--- src/rtl/mux_n_skid.sv ---
// N:1 WIDTH-bit select mux with a registered valid/ready output stage.
// A 2-entry skid buffer (main M + skid S) lets in_ready be a pure flop.
module mux_n_skid #(
  parameter int WIDTH       = 32,
  parameter int NUM_IN      = 4,
  parameter int SEL_W       = $clog2(NUM_IN),
  parameter int DEFAULT_SEL = 0,
  parameter int ERRCNT_W    = 8
) (
  input  logic                    clk,
  input  logic                    rst_n,
  input  logic [NUM_IN*WIDTH-1:0] in_data,
  input  logic [SEL_W-1:0]        in_sel,
  input  logic                    in_valid,
  output logic                    in_ready,
  input  logic                    flush,
  output logic [WIDTH-1:0]        out_data,
  output logic                    out_sel_err,
  output logic                    out_valid,
  input  logic                    out_ready,
  output logic [ERRCNT_W-1:0]     err_count
);

  localparam logic [SEL_W:0] NUM_IN_EXT = (SEL_W + 1)'(NUM_IN);

  function automatic logic [ERRCNT_W-1:0] sat_inc(input logic [ERRCNT_W-1:0] v);
    return (&v) ? v : v + ERRCNT_W'(1);
  endfunction

  logic                sel_ok;
  logic [SEL_W-1:0]    beat_idx;
  logic [WIDTH-1:0]    beat_data;
  logic                accept;
  logic                drain;

  logic                m_valid_q, m_valid_d;
  logic [WIDTH-1:0]    m_data_q, m_data_d;
  logic                m_err_q, m_err_d;
  logic                s_valid_q, s_valid_d;
  logic [WIDTH-1:0]    s_data_q, s_data_d;
  logic                s_err_q, s_err_d;
  logic                in_ready_q, in_ready_d;
  logic [ERRCNT_W-1:0] err_count_q, err_count_d;

  // Select stage: resolve the beat and its error flag at acceptance.
  always_comb begin
    sel_ok    = ({1'b0, in_sel} < NUM_IN_EXT);
    beat_idx  = sel_ok ? in_sel : SEL_W'(DEFAULT_SEL);
    beat_data = '0;
    for (int k = 0; k < NUM_IN; k++) begin
      if (beat_idx == SEL_W'(k)) beat_data = in_data[k*WIDTH +: WIDTH];
    end
  end

  assign accept = in_valid && in_ready_q && !flush;
  assign drain  = m_valid_q && out_ready;

  always_comb begin
    m_valid_d   = m_valid_q;
    m_data_d    = m_data_q;
    m_err_d     = m_err_q;
    s_valid_d   = s_valid_q;
    s_data_d    = s_data_q;
    s_err_d     = s_err_q;
    err_count_d = (accept && !sel_ok) ? sat_inc(err_count_q) : err_count_q;
    if (flush) begin
      m_valid_d = 1'b0;
      s_valid_d = 1'b0;
    end else if (s_valid_q) begin
      if (drain) begin
        m_valid_d = 1'b1;
        m_data_d  = s_data_q;
        m_err_d   = s_err_q;
        s_valid_d = accept;
        if (accept) begin
          s_data_d = beat_data;
          s_err_d  = !sel_ok;
        end
      end
    end else if (drain || !m_valid_q) begin
      m_valid_d = accept;
      if (accept) begin
        m_data_d = beat_data;
        m_err_d  = !sel_ok;
      end
    end else if (accept) begin
      s_valid_d = 1'b1;
      s_data_d  = beat_data;
      s_err_d   = !sel_ok;
    end
    in_ready_d = !s_valid_d;
  end

  // Register stage: control and the visible output word reset; skid data does not.
  always_ff @(posedge clk or negedge rst_n) begin
    if (!rst_n) begin
      m_valid_q   <= 1'b0;
      m_data_q    <= '0;
      m_err_q     <= 1'b0;
      s_valid_q   <= 1'b0;
      in_ready_q  <= 1'b0;
      err_count_q <= '0;
    end else begin
      m_valid_q   <= m_valid_d;
      m_data_q    <= m_data_d;
      m_err_q     <= m_err_d;
      s_valid_q   <= s_valid_d;
      in_ready_q  <= in_ready_d;
      err_count_q <= err_count_d;
    end
  end

  always_ff @(posedge clk) begin
    s_data_q <= s_data_d;
    s_err_q  <= s_err_d;
  end

  assign in_ready    = in_ready_q;
  assign out_valid   = m_valid_q;
  assign out_data    = m_data_q;
  assign out_sel_err = m_err_q;
  assign err_count   = err_count_q;

endmodule

--- config.mk ---
export PLATFORM = sky130hd
export DESIGN_NAME = mux_n_skid
export DESIGN_NICKNAME = d
export VERILOG_FILES = /design/src/rtl/mux_n_skid.sv
export SDC_FILE = /design/constraint.sdc
export NUM_CORES = 1
export LEC_CHECK = 0
export CAP_MARGIN = 10
export CORE_ASPECT_RATIO = 0.9
export CORE_MARGIN = 2
export CORE_UTILIZATION = 42
export DETAILED_ROUTE_END_ITERATION = 7
export GPL_TIMING_DRIVEN = 0
export PLACE_DENSITY = 0.86
export RECOVER_POWER = 25
export SYNTH_ARGS = -nofsm -noshare
export SYNTH_HDL_FRONTEND = slang
export SYNTH_SLANG_ARGS = --single-unit
--- constraint.sdc ---
create_clock -name clk -period 4.83 [get_ports clk]
set_input_delay 0.966 -clock clk [delete_from_list [all_inputs] [get_ports clk]]
set_output_delay 0.966 -clock clk [all_outputs]
set_load 0.02 [all_outputs]
Word-level counts from Yosys, hierarchy flattened --
Cells that the tools add are included. W data, S select, Z words.
Storage, ports and cells: memories 0, output and inout port bits 43, bits in writable memories 0, logic and storage cells 57, input bits 135, bits in read-only memories 0, bits in registers 69, bits in latches 0
Cells by class: divide/modulo/power cells 0, mux-type cells 29, shifts and indexed selects 0, eq/ne operators 6, bitwise gates (word level) 1, add/sub/neg operators 0, $lt $le $gt $ge 0, reductions and logical operators 14, multipliers 0
Operators with widths (number):
- $mux W32 | 12
- $mux W1 | 17
- $eq A2 B2 Y1 const B | 2
- $ne A2 B2 Y1 const B | 2
- $reduce_and A4 Y1 | 1
- $reduce_bool A2 Y1 | 2
- $logic_and A1 B1 Y1 | 3
- $logic_not A1 Y1 | 3
- $ne A3 B3 Y1 const B | 1
- $reduce_and A3 Y1 | 1
- $reduce_bool A3 Y1 | 1
- $eq A2 B1 Y1 const B | 1
- $logic_not A2 Y1 | 1
- $reduce_and A2 Y1 | 1
- $logic_or A1 B1 Y1 | 1
- $not A1 Y1 | 1

Depth between registers and ports, before layout --
depth after elaboration 8, mapped depth 6, gate-level depth less buffers 3

Least setup slack after synthesis --
Ideal clock, no wire load.
kind input to register, start in out_ready, end reg s_data_q[0] (enable), slack 160 ps, data required time 4328 ps, buffers on the path 0, stages 2, library setup time 502 ps, data arrival time 4168 ps, path through xor2_1 nor4_1
Between the ends: longest elaborated chain between the ends 4, elaborated cells on any way between the ends 5, those cells by class eq/ne (2); reduce/logical (3)
Ends and longest elaborated chain:
- from (decl) | RTL line 20 | input logic out_ready,
- $logic_and A1 B1 Y1 * | RTL line 56 | assign drain = m_valid_q && out_ready;
- $logic_or A1 B1 Y1 | RTL line 80 | end else if (drain || !m_valid_q) begin
- $ne A2 B2 Y1 (no line)
- $reduce_and A3 Y1 (no line) *
- to (signal assigned) | RTL line 114 | s_data_q <= s_data_d;
- to (decl) | RTL line 40 | logic [WIDTH-1:0] s_data_q, s_data_d;
Every way passes the cells marked *; elsewhere a longest branch is shown, timed or not. A chain may end at the register's enable or synchronous reset.

Worst setup path in the final report --
start in out_ready, end reg s_data_q[15] (enable)
The elaborated chain is that of the path after synthesis.

==> results.sh <==
export IMPL_status="finished with violations"
export IMPL_violations="capacitance limit, slew limit"
export IMPL_hold_worst_slack_ns=0.5023
export IMPL_slew_violations=36
export IMPL_grt_pass1_wl_um=18640
export IMPL_drc=0
export IMPL_io_buffers=166
export IMPL_ir_drop_v=0.0001695
export IMPL_die_h_um=96.43
export IMPL_p_total_mw=1.870
export IMPL_antenna_left=0
export IMPL_clk_insertion_delay_late_ns=0.34
export IMPL_power_frac_comb_pct=36.4
export IMPL_internal_power_mw=1.296
export IMPL_cp_start_kind="input pin"
export IMPL_place_congestion=0.8098
export IMPL_max_clock_freq_mhz=345.1
export IMPL_placed_area_mm2=0.005862
export IMPL_cts_hold_buf=0
export IMPL_cts_setup_buffers=0
export IMPL_htreeDepth=3
export IMPL_ys_warn_count=0
export IMPL_clock_sink_count=67
export IMPL_p_per_area_mw_per_mm2=309.4
export IMPL_synthCells=352
export IMPL_ios=178
export IMPL_fin_ws_ns=1.932
export IMPL_vias=3608
export IMPL_required_ns=4.87
export IMPL_globalRouteOverflowTotal=0
export IMPL_ctsResizeCount=0
export IMPL_grt_max_degree=36
export IMPL_wl_um=12100
export IMPL_worst_pin_slew_ns=2.072
export IMPL_die_w_um=106.7
export IMPL_switchingPower_uw=574.3
export IMPL_first_iter_violations=151
export IMPL_area_delta_synth_final_pct=51.63
export IMPL_syn_area_per_cell_um2=11.32
export IMPL_cts_tree="done"
export IMPL_period_minus_slack_ns=2.898
export IMPL_most_common_layout_cells="clkdlybuf4s50_1 (164), mux2i_1 (96), a21oi_1 (35), dfrtp_1 (35), inv_1 (33)"
export IMPL_dieArea_mm2=0.01029
export IMPL_yosys_cell_types_count=25
export IMPL_final_common_cell="clkdlybuf4s50_1"
export IMPL_min_delay_path_class="reg -> reg"
export IMPL_clockBufferDepth=2
export IMPL_hpwlAfterDp_um=9000
export IMPL_fp_coreArea_mm2=0.009166
export IMPL_grt_setup_unrepaired="no"
export IMPL_synth_seq_cells=67
export IMPL_cts_buffers_inserted=9
export IMPL_floorplan_initialDensity_pct=43.49
export IMPL_syn_area_mm2=0.003986
export IMPL_endpoint_kind="flop"
export IMPL_drv_cap=1
export IMPL_diodes=0
export IMPL_path_clk_slew_ns=0.07
export IMPL_path_max_fanout=8
export IMPL_wl_per_cell_um=18.11
export IMPL_grt_pass1_vias=3804
export IMPL_leakage_nw=2.570
export IMPL_power_share_sequential_pct=39.3
export IMPL_power_frac_clock_pct=24.4
export IMPL_finalCritPeriodShare_pct=60.00
export IMPL_crit_type="in -> reg"
export IMPL_hold_viol_final=0
export IMPL_final_nets=676
export IMPL_swShare_pct=30.71
export IMPL_finalSetupViolations=0
export IMPL_max_slew_margin_rel_pct=-38.11
export IMPL_skew_ns=0.009059
export IMPL_cp_arrival_ns=2.94
export IMPL_dp_slack_ns=1.701
export IMPL_nFillCells=725
export IMPL_first_pass_iters=4
export IMPL_drive_above_1_share_pct=8.791
export IMPL_final_cell_area_mm2=0.006045
export IMPL_viasPerCell=5.401
export IMPL_clockRootBuffer="clkbuf_8"
export IMPL_num_rows=33
export IMPL_track_usage_pct=23.42
export IMPL_antenna_found_initial=0
export IMPL_yosysSeqAreaShare_pct=46.08
## state kept, by name (all words and copies together), names as in the netlist
register and cells:
s_data_q 32, s_valid_q 1, in_ready 1, out_data 32, out_valid 1
## synthesized netlist by cell type
cell	n	area (um2)
a21oi_1	35	175.2
o32a_1	32	320.3
or2_2	1	6.260
a211o_1	1	8.760
clkbuf_1	9	33.78
buf_6	4	45.04
edfxtp_1	32	960.9
a21o_1	1	7.510
buf_4	12	90.09
nor4_1	1	6.260
conb_1	1	3.750
buf_2	16	80.08
mux2i_1	96	960.9
nor2_1	1	3.750
a2111oi_4	1	27.53
or2b_1	1	7.510
nand2b_1	1	6.260
nor2b_1	1	6.260
nand2_1	3	11.26
o21bai_1	1	7.510
inv_1	33	123.9
and3b_1	1	8.760
o22ai_1	32	200.2
dfrtp_1	35	875.8
xor2_1	1	8.760
## stage by stage
step	setup TNS (ns)	instances	util [%]
after floorplan	0	360	-
after global placement	-67.10	648	63.61
after detailed placement	0	652	63.95
after CTS	0	668	66.00
after global routing	0	668	65.94
final	0	668	65.94
## cells by family after synthesis
| group | after synthesis | synth area share (%) |
|---|---|---|
| AO/OA/AOI/OAI | 103 | 18.74 |
| XOR/XNOR | 1 | 0.2198 |
| buffers and inverters | 74 | 9.353 |
| flip-flops | 67 | 46.08 |
| multiplexers | 96 | 24.11 |
| other | 1 | 0.09407 |
| AND/OR/NAND/NOR | 10 | 1.413 |
## metal layers
layer,share of wire (%),up-vias,wire [um],global-route usage (%)
li1,-,1694,-,-
met1,40,1738,4844,27.47
met2,51,166,6114,41.67
met3,8.5,10,1025,7.176
met4,0.95,0,115,7.143
met5,0,-,0,0
## worst paths after layout
| kind | startpoint | endpoint | slack (ns) | cells after the start |
|---|---|---|---|---|
| min | out_data[30]$_DFFE_PN0P_ | out_data[30]$_DFFE_PN0P_ | 0.50 | 1 |
| max in group asynchronous | rst_n | s_valid_q$_DFF_PN0_ | 2.42 | 1 |
| min reg2reg | out_data[30]$_DFFE_PN0P_ | out_data[30]$_DFFE_PN0P_ | 0.50 | 1 |
| min in group asynchronous | rst_n | out_data[24]$_DFFE_PN0P_ | 1.22 | 1 |
| max | out_ready | s_data_q[15]$_DFFE_PP_ | 1.93 | 5 |
| max reg2reg | s_valid_q$_DFF_PN0_ | s_data_q[15]$_DFFE_PP_ | 2.30 | 6 |
## final cells by class
type	instances	area [um2]	share of cell area (%)
sequential	67	1837	30.39
multi-input combinational	219	1813	29.99
buffer	41	245.2	4.057
tap	122	152.6	2.525
clock buffer	13	148.9	2.463
inverter	33	123.9	2.049
timing repair buffer	170	1685	27.88
clock inverter	3	38.79	0.6417
## power by group through the flow
stage	registers, mW	clock network (mW)	logic, mW
detailed placement	0.744	0	0.683
global route	0.744	0.486	0.721
floorplan	0.832	0	0.245
CTS	0.733	0.464	0.685
global placement	0.741	0	0.665
finish	0.734	0.456	0.680
## critical path, cell delays in order
cell           delay, ns
dlygate4sd3_1       0.62
xor2_1              0.18
nor4_2              0.66
buf_4               0.31
buf_4               0.20
Power figures use the tool's default switching activity.
